`config.mk`:
```
export PLATFORM = sky130hd
export DESIGN_NAME = led_sweep_ctrl_flat
export DESIGN_NICKNAME = d
export VERILOG_FILES = /design/src/rtl/led_sweep_ctrl_if.sv /design/src/rtl/led_sweep_ctrl.sv /design/src/flat_wrapper.sv
export SDC_FILE = /design/constraint.sdc
export NUM_CORES = 1
export LEC_CHECK = 0
export ABC_AREA = 1
export BUFFER_PORTS_ARGS = -buffer_cell sky130_fd_sc_hd__buf_2
export CAP_MARGIN = 20
export CORE_MARGIN = 2
export CORE_UTILIZATION = 40
export DETAILED_ROUTE_END_ITERATION = 7
export SYNTH_ARGS = -nofsm -noshare
export SYNTH_HDL_FRONTEND = slang
export SYNTH_SLANG_ARGS = --single-unit
```
`constraint.sdc`:
```
create_clock -name i_clk -period 2.2 [get_ports i_clk]
set_clock_uncertainty 0.15 [all_clocks]
set_input_delay 0.44 -clock i_clk [delete_from_list [all_inputs] [get_ports i_clk]]
set_output_delay 0.44 -clock i_clk [all_outputs]
set_load 0.01 [all_outputs]
```
`src/rtl/led_sweep_ctrl_if.sv`:
```
// Configuration handshake bundle for led_sweep_ctrl: a valid/ready offer of a
// new {increment, mode} word into the controller's single pending slot.
interface led_sweep_ctrl_if;
    logic        i_cfg_valid;
    logic        o_cfg_ready;
    logic [31:0] i_cfg_increment;
    logic [1:0]  i_cfg_mode;

    modport master (
        output i_cfg_valid,
        output i_cfg_increment,
        output i_cfg_mode,
        input  o_cfg_ready
    );

    modport slave (
        input  i_cfg_valid,
        input  i_cfg_increment,
        input  i_cfg_mode,
        output o_cfg_ready
    );
endinterface

```
`src/rtl/led_sweep_ctrl.sv`:
```
// LED sweep controller: a 32-bit phase accumulator paces bounce/wrap/hold/blink patterns.
// Optional fading trail on the previously lit LED when LED_SWEEP_CTRL_TRAIL_EN is defined.
module led_sweep_ctrl #(
    parameter int unsigned CLOCK_RATE_HZ     = 12_000_000,
    parameter int unsigned NLEDS             = 8,
    parameter logic [31:0] DEFAULT_INCREMENT = 32'd2863
) (
    input  logic             i_clk,
    input  logic             i_reset_n,
    input  logic             i_enable,
    led_sweep_ctrl_if.slave  cfg,
    output logic             o_tick,
    output logic [NLEDS-1:0] o_led
);
    typedef enum logic [1:0] {IDLE, RUN_UP, RUN_DOWN, HOLD} state_t;

    localparam logic [1:0] MODE_BOUNCE = 2'd0;
    localparam logic [1:0] MODE_WRAP   = 2'd1;
    localparam logic [1:0] MODE_HOLD   = 2'd2;
    localparam logic [1:0] MODE_BLINK  = 2'd3;
    localparam logic [3:0] POS_LAST    = 4'(NLEDS - 1);

    if (NLEDS < 2 || NLEDS > 16 || CLOCK_RATE_HZ == 0) begin : g_bad_params
        $error("led_sweep_ctrl: NLEDS must be 2..16 and CLOCK_RATE_HZ non-zero");
    end

    state_t           state_q, state_d;
    logic [31:0]      acc_q, acc_d;
    logic             tick_q, tick_d;
    logic [3:0]       pos_q, pos_d;
    logic             blink_q, blink_d;
    logic [31:0]      inc_q, inc_d;
    logic [1:0]       mode_q, mode_d;
    logic             pend_vld_q, pend_vld_d;
    logic [31:0]      pend_inc_q, pend_inc_d;
    logic [1:0]       pend_mode_q, pend_mode_d;
    logic [NLEDS-1:0] led_q, led_d;

    logic [32:0]      acc_sum;
    logic             apply_cfg;
    logic             take_cfg;
    logic [1:0]       entry_mode;
    logic [NLEDS-1:0] pos_onehot;
    logic [NLEDS-1:0] trail_led;

    for (genvar gi = 0; gi < NLEDS; gi++) begin : g_pos_onehot
        assign pos_onehot[gi] = (pos_q == 4'(gi));
    end

    assign acc_sum    = {1'b0, acc_q} + {1'b0, inc_q};
    // The slot drains on a tick or in IDLE; a word accepted this cycle waits for the next one.
    assign apply_cfg  = pend_vld_q && ((state_q == IDLE) || tick_q);
    assign take_cfg   = cfg.i_cfg_valid && !pend_vld_q;
    assign entry_mode = apply_cfg ? pend_mode_q : mode_q;

    always_comb begin
        state_d     = state_q;
        acc_d       = acc_q;
        tick_d      = 1'b0;
        pos_d       = pos_q;
        blink_d     = blink_q;
        inc_d       = inc_q;
        mode_d      = mode_q;
        pend_vld_d  = pend_vld_q;
        pend_inc_d  = pend_inc_q;
        pend_mode_d = pend_mode_q;

        if (apply_cfg) begin
            inc_d      = pend_inc_q;
            mode_d     = pend_mode_q;
            pend_vld_d = 1'b0;
        end
        if (take_cfg) begin
            pend_vld_d  = 1'b1;
            pend_inc_d  = cfg.i_cfg_increment;
            pend_mode_d = cfg.i_cfg_mode;
        end

        case (state_q)
            IDLE: begin
                acc_d   = '0;
                pos_d   = '0;
                blink_d = 1'b0;
                if (i_enable) begin
                    state_d = (entry_mode == MODE_HOLD) ? HOLD : RUN_UP;
                end
            end
            default: begin
                if (!i_enable) begin
                    state_d = IDLE;
                    acc_d   = '0;
                    pos_d   = '0;
                    blink_d = 1'b0;
                end else begin
                    acc_d  = acc_sum[31:0];
                    tick_d = acc_sum[32];
                    if (tick_q) begin
                        if (apply_cfg) begin
                            pos_d   = '0;
                            blink_d = 1'b0;
                            state_d = (pend_mode_q == MODE_HOLD) ? HOLD : RUN_UP;
                        end else begin
                            case (mode_q)
                                MODE_BOUNCE: begin
                                    // Turn-around steps straight to the neighbour so endpoints last one tick.
                                    if (state_q == RUN_DOWN) begin
                                        if (pos_q == 4'd0) begin
                                            state_d = RUN_UP;
                                            pos_d   = 4'd1;
                                        end else begin
                                            pos_d = pos_q - 4'd1;
                                        end
                                    end else begin
                                        if (pos_q == POS_LAST) begin
                                            state_d = RUN_DOWN;
                                            pos_d   = POS_LAST - 4'd1;
                                        end else begin
                                            pos_d = pos_q + 4'd1;
                                        end
                                    end
                                end
                                MODE_WRAP:  pos_d   = (pos_q == POS_LAST) ? 4'd0 : pos_q + 4'd1;
                                MODE_BLINK: blink_d = !blink_q;
                                default:    pos_d   = pos_q;
                            endcase
                        end
                    end
                end
            end
        endcase
    end

    always_comb begin
        led_d = '0;
        if (state_q != IDLE) begin
            if (mode_q == MODE_BLINK) begin
                led_d = {NLEDS{blink_q}};
            end else begin
                led_d = pos_onehot | trail_led;
            end
        end
    end

`ifdef LED_SWEEP_CTRL_TRAIL_EN
    logic [1:0]       trail_cnt_q, trail_cnt_d;
    logic [3:0]       trail_pos_q, trail_pos_d;
    logic             trail_vld_q, trail_vld_d;
    logic [NLEDS-1:0] trail_onehot;

    for (genvar gi = 0; gi < NLEDS; gi++) begin : g_trail_onehot
        assign trail_onehot[gi] = (trail_pos_q == 4'(gi));
    end

    assign trail_led = (trail_vld_q && (trail_cnt_q == 2'd0) &&
                        ((mode_q == MODE_BOUNCE) || (mode_q == MODE_WRAP))) ? trail_onehot : '0;

    always_comb begin
        trail_cnt_d = trail_cnt_q + 2'd1;
        trail_pos_d = trail_pos_q;
        trail_vld_d = trail_vld_q;
        if ((state_q == IDLE) || !i_enable || apply_cfg) begin
            trail_vld_d = 1'b0;
        end else if (tick_q && ((mode_q == MODE_BOUNCE) || (mode_q == MODE_WRAP))) begin
            trail_pos_d = pos_q;
            trail_vld_d = 1'b1;
        end
    end

    always_ff @(posedge i_clk) begin
        if (!i_reset_n) begin
            trail_cnt_q <= '0;
            trail_pos_q <= '0;
            trail_vld_q <= 1'b0;
        end else begin
            trail_cnt_q <= trail_cnt_d;
            trail_pos_q <= trail_pos_d;
            trail_vld_q <= trail_vld_d;
        end
    end
`else
    assign trail_led = '0;
`endif

    always_ff @(posedge i_clk) begin
        if (!i_reset_n) begin
            state_q     <= IDLE;
            acc_q       <= '0;
            tick_q      <= 1'b0;
            pos_q       <= '0;
            blink_q     <= 1'b0;
            inc_q       <= DEFAULT_INCREMENT;
            mode_q      <= MODE_BOUNCE;
            pend_vld_q  <= 1'b0;
            pend_inc_q  <= '0;
            pend_mode_q <= MODE_BOUNCE;
            led_q       <= '0;
        end else begin
            state_q     <= state_d;
            acc_q       <= acc_d;
            tick_q      <= tick_d;
            pos_q       <= pos_d;
            blink_q     <= blink_d;
            inc_q       <= inc_d;
            mode_q      <= mode_d;
            pend_vld_q  <= pend_vld_d;
            pend_inc_q  <= pend_inc_d;
            pend_mode_q <= pend_mode_d;
            led_q       <= led_d;
        end
    end

    assign o_tick          = tick_q;
    assign o_led           = led_q;
    assign cfg.o_cfg_ready = !pend_vld_q;

endmodule

```
`src/flat_wrapper.sv`:
```
// flat-port wrapper written by rule: the top's interface ports become plain ports
module led_sweep_ctrl_flat 
#(
    parameter int unsigned CLOCK_RATE_HZ     = 12_000_000,
    parameter int unsigned NLEDS             = 8,
    parameter logic [31:0] DEFAULT_INCREMENT = 32'd2863
)
  (i_clk, i_reset_n, i_enable, o_tick, o_led, cfg_i_cfg_valid, cfg_i_cfg_increment, cfg_i_cfg_mode, cfg_o_cfg_ready);
  led_sweep_ctrl_if cfg_i ();
  input  logic i_clk;
  input  logic i_reset_n;
  input  logic i_enable;
  output logic o_tick;
  output logic [NLEDS-1:0] o_led;
  input wire logic [$bits(cfg_i.i_cfg_valid)-1:0] cfg_i_cfg_valid;
  input wire logic [$bits(cfg_i.i_cfg_increment)-1:0] cfg_i_cfg_increment;
  input wire logic [$bits(cfg_i.i_cfg_mode)-1:0] cfg_i_cfg_mode;
  output wire logic [$bits(cfg_i.o_cfg_ready)-1:0] cfg_o_cfg_ready;
  assign cfg_i.i_cfg_valid = cfg_i_cfg_valid;
  assign cfg_i.i_cfg_increment = cfg_i_cfg_increment;
  assign cfg_i.i_cfg_mode = cfg_i_cfg_mode;
  assign cfg_o_cfg_ready = cfg_i.o_cfg_ready;
  led_sweep_ctrl #(.CLOCK_RATE_HZ(CLOCK_RATE_HZ), .NLEDS(NLEDS), .DEFAULT_INCREMENT(DEFAULT_INCREMENT)) u_core (.i_clk(i_clk), .i_reset_n(i_reset_n), .i_enable(i_enable), .cfg(cfg_i), .o_tick(o_tick), .o_led(o_led));
endmodule
```
Word level (Yosys, flattened, before mapping)
Index checks and enable logic that the tools add are counted.

operators by class
  add/subtract/negate cells = 3
  multipliers = 0
  div/mod/pow operators = 0
  order comparisons = 0
  equality and inequality tests = 17
  shift-type cells = 0
  mux-type cells = 23
  bitwise operators = 2
  reduce and logical (&&, ||, !) cells = 17

operators with widths
  kind                                                    number
  adder 32 x 32 -> 33 bit                                 1
  two-way mux 2 bit                                       12
  two-way mux 4 bit                                       5
  == test 4 x 3 -> 1 bit (second input constant)          4
  == test 2 bit (second input constant)                   4
  == test 4 x 2 -> 1 bit (second input constant)          2
  two-way mux 8 bit                                       1
  case mux 4 bit (2 select lines)                         1
  AND reduction 2 bit                                     3
  nonzero test 2 bit                                      3
  inequality test 5 x 1 -> 1 bit (second input constant)  1
  inequality test 5 x 2 -> 1 bit (second input constant)  1
  AND reduction 5 bit                                     1
  adder 4 x 1 -> 4 bit (second input constant)            1
  == test 4 x 1 -> 1 bit (second input constant)          1
  zero test 2 bit                                         2
  zero test 4 bit                                         1
  two-way mux 1 bit                                       4
  inequality test 4 x 1 -> 1 bit (second input constant)  1
  subtractor 4 x 1 -> 4 bit (second input constant)       1
  inequality test 3 x 1 -> 1 bit (second input constant)  1
  nonzero test 3 bit                                      1
  OR reduction 3 bit                                      1
  == test 2 x 1 -> 1 bit (second input constant)          1
  5 further kinds                                         8

word-level totals
  flip-flop bits (word level) = 117
  bits in latches = 0
  bits in writable memories = 0
  memory bits (read-only) = 0
  word-level logic and storage cells = 73
  memories = 0

Depth between registers and ports, before layout
  depth after elaboration = 8
  gate-level depth with buffers = 13
  mapped depth without buffers = 13

Worst setup path before layout
Ideal clock, no wire load.

  path kind = register -> register
  start = register u_core.inc_q[0]
  end = register u_core.acc_q[28]
  setup time = 0.115 ns
  arrival time = 1.586 ns
  slack = 0.349 ns
  stages on the path, launching flop included = 11
  path buffers = 0
  period minus slack after synthesis = 1.851 ns
  cells stage by stage = dfxtp_1 > ha_1 > fa_1 > nand3_1 > nand3_1 > nand3_1 > nand3_1 > nand2_1 > nand3_1 > nand2_1 > nor2_1

on the way
  longest elaborated chain between the ends = 1

ends and longest elaborated chain
  item                     RTL line               RTL
  start, declared          led_sweep_ctrl.sv:32   logic [31:0] inc_q, inc_d;
  start signal, assigned   led_sweep_ctrl.sv:203  inc_q <= inc_d;
  adder 32 x 32 -> 33 bit  led_sweep_ctrl.sv:50   assign acc_sum = {1'b0, acc_q} + {1'b0, inc_q};
  end signal, assigned     led_sweep_ctrl.sv:187  acc_q <= '0;
  end signal, assigned     led_sweep_ctrl.sv:199  acc_q <= acc_d;
  end, declared            led_sweep_ctrl.sv:28   logic [31:0] acc_q, acc_d;

No other way between the ends.
A chain may end at the register's enable or synchronous reset.

Worst setup path in the final report
  start = register u_core.inc_q[24]
  end = register u_core.acc_q[25]

The elaborated chain is that of the path after synthesis.

==> metrics <==
outcome finished clean; Mapped Cells 1,024; clock tree from TritonCTS built; Worst Min Path Start cfg_i_cfg_increment[28]; # hold bufs at CTS 0; Yosys cell types 38; buffer depth of the longest clock path 2; dpl cells 1,284; CP Data Required Time 2370 ps; Setup Crit Path Kind flip-flop to flip-flop; DRC violations left 0; Final min period 2060 ps; reg2reg end u_core.acc_q[25]; Max Transition Viols Final 0; Fmax 0.486 GHz; CTS clock-pin slew for the worst setup and hold paths 60 ps; HPWL Detailed 12.7 mm; Worst setup SP type flip-flop; Worst path max stage delay 380 ps; PortBufs 47; CTS Root Cell clkbuf_16; CP Cell Sequence ha_1, nand2_1, nor2_1, nand2_1, nor3_1, nand2_1, a21oi_1, nor2_1; mapped cell area 6560 sq um; Layout Cells excl Fill 1,315; PwrDens 974 nW/um^2; max-cap violation count 0; Slew @ Worst Pin 605 ps; routability cong. 0.867; worst skew pair latency 420 ps; Row Count 46; Num CTS Buffers 17; Initial Util 41.1%; layout cell share with drive strength beyond 1 11.1%; flip-flop and latch area 2340 sq um; Max rail drop VDD 710 uV; FF-to-FF Start u_core.inc_q[24]; r2r setup slk 140 ps; Routed Antenna Nets 0; FF+latch count, synth 117; Post-layout nets 1,163; Top Ports 48; R2R depth 8; Hold Violations, Final 0; Final setup viols 0; largest net degree at the start of global routing 69; relative slew slack 59.7%; crit-path max FO 5; router iterations before antenna repair 5; Die Wd 132 um; worst hold path endpoint u_core.pend_inc_q[28]; Setup TNS 0 ps; GR Overflow Total 0; Syn Nets 1,100; Hold WC Path Type primary input to flip-flop; CP most frequent cell nand2_1; WP buf/inv 0; initial antenna violation count 0; Final Cell Area 7680 sq um; hold depth 3; Yosys Warn Count 0; DR WL/cell 13.0 um; Layout area overhead 17.1%; die area 17,400 sq um; critical path's slowest cell ha_1; sequential share of the synthesized area 35.7%; global-route wire length before repair 28.1 mm; Die Ht 132 um; fill cell count 1,692; placed inst area 7090 sq um; number of global-route vias before repair 5,713; Worst path top cell family by delay simple AND/OR/NAND/NOR gates; Initial DRC Count 400; CTS sink count 117; PnR Total Power 7.48 mW; footprint of the multi-input gates 3550 sq um; Leak Pwr 3.97 nW; final period utilization 93.5%; Core Area 15,900 sq um; Diodes inserted 0; Arrival @ worst endpoint 2220 ps; routed vias 6,208; Worst setup EP type flip-flop; Via density 4.72; final core utilization 48.2%; Tot GR Track Use 20.4%; RSZ-0062 raised after global routing no; DRT Wirelength 17.1 mm; H-tree Lvls 4; Synth Area per Inst 6.41 sq um
==> synthesized netlist by cell type (all sizes together) <==
library cell | count | area [sq um]
o21a | 2 | 15.0
inv | 142 | 538
nand2 | 283 | 1080
clkbuf | 11 | 41.3
and2 | 2 | 12.5
dfxtp | 117 | 2340
clkinv | 2 | 7.51
a211oi | 1 | 7.51
o21bai | 2 | 15.0
xnor2 | 3 | 26.3
xor2 | 1 | 8.76
nor3 | 9 | 55.1
o21ai | 76 | 384
or2 | 1 | 6.26
ha | 37 | 463
nor2 | 213 | 877
buf | 12 | 91.3
a21o | 1 | 7.51
nand4 | 3 | 18.8
fa | 1 | 20.0
nand3b | 3 | 22.5
o211ai | 2 | 15.0
o22ai | 2 | 12.5
a21oi | 54 | 270
nand3 | 44 | 225
==> report_power, final <==
part	total, mW	switching, mW	leakage (nW)	internal, mW
sequential	2.64	0.196	0.958	2.44
combinational	2.05	1.35	2.73	0.701
clock	2.79	0.994	0.280	1.80
==> worst max path at each step <==
stage / to / from / cells past startpoint / slack [ps]
after detailed placement: u_core.acc_q[16] / u_core.inc_q[0] / 10 / 90
after global placement: u_core.acc_q[16] / u_core.inc_q[0] / 10 / 100
after CTS: u_core.acc_q[16] / u_core.inc_q[0] / 10 / 80
after floorplan: u_core.acc_q[28] / u_core.inc_q[0] / 10 / 350
final: u_core.acc_q[25] / u_core.inc_q[24] / 8 / 140
after global routing: u_core.acc_q[16] / u_core.inc_q[0] / 10 / 0.04
==> sequential cells by signal (all words and copies together) (netlist names) <==
name / flops
u_core.acc_q: 32
u_core.blink_q: 1
u_core.inc_q: 32
u_core.mode_q: 2
u_core.o_led: 8
u_core.o_tick: 1
u_core.pend_inc_q: 32
u_core.pend_mode_q: 2
u_core.pend_vld_q: 1
u_core.pos_q: 4
u_core.state_q: 2
==> layout by cell type (no fill, tap or decap), types with 3 or more instances in the layout <==
cell / n
nand2_1: 277
nor2_1: 202
inv_1: 138
dfxtp_1: 117
o21ai_0: 72
a21oi_1: 54
buf_2: 47
nand3_1: 42
ha_1: 36
buf_4: 20
clkbuf_16: 17
nor3_1: 7
nand2_2: 6
nor2_4: 5
nor2_2: 4
clkbuf_1: 4
nand4_1: 3
nand3b_1: 3
o21ai_1: 3
xnor2_1: 3
bufinv_16: 3
clkinv_2: 3
==> area by class of cell <==
class                   instances  share of cell area [%]
clock buffers                  22                    5.91
flip-flops and latches        117                    30.5
clock inverters                 9                    1.68
inverters                     144                    7.10
repair buffers                 67                    5.02
multi-input cells             740                    46.3
well taps                     216                    3.52
==> stage by stage <==
stage	hold WS [ps]	setup WS (ps)
2_1_floorplan	285	349
3_3_place_gp	303	96.0
3_5_place_dp	304	88.7
4_1_cts	82.5	83.6
5_1_grt	87.6	0.0415
6_report	86.5	144
==> per-layer routing <==
layer	share of wire, %	global-route usage [%]	vias to the layer above
met2	46	34.0	139
li1	-	-	3325
met1	47	25.9	2720
met5	0	0	-
met4	2.4	8.39	0
met3	4.3	3.77	24
==> worst reg2reg max path: cells and delay by family (launching register included) <==
kind                     cells  cell delay, ps
AO/OA/AOI/OAI                1             170
flip-flops                   1             330
adder cells (fa/ha/maj)      1             380
AND/OR/NAND/NOR              6             930
==> logic make-up (layout without fill, tap and decap cells) <==
| group | Yosys count | after routing | share of synthesized area (%) |
|---|---|---|---|
| adders and majority gates | 38 | 38 | 7.36 |
| AOI/OAI and AO/OA | 140 | 140 | 11.1 |
| DFF | 117 | 117 | 35.7 |
| buffers and inverters | 167 | 242 | 10.3 |
| and+or+nand+nor | 558 | 558 | 35.0 |
| xor gates and xnor gates | 4 | 4 | 0.534 |
==> what timing repair did <==
action                                  CTS  global route
buffers inserted                          0             0
gates resized for setup                   0             3
endpoints found under the setup margin    0             8
hold endpoints to repair                  0             0
(Power assumes the default switching activity.)
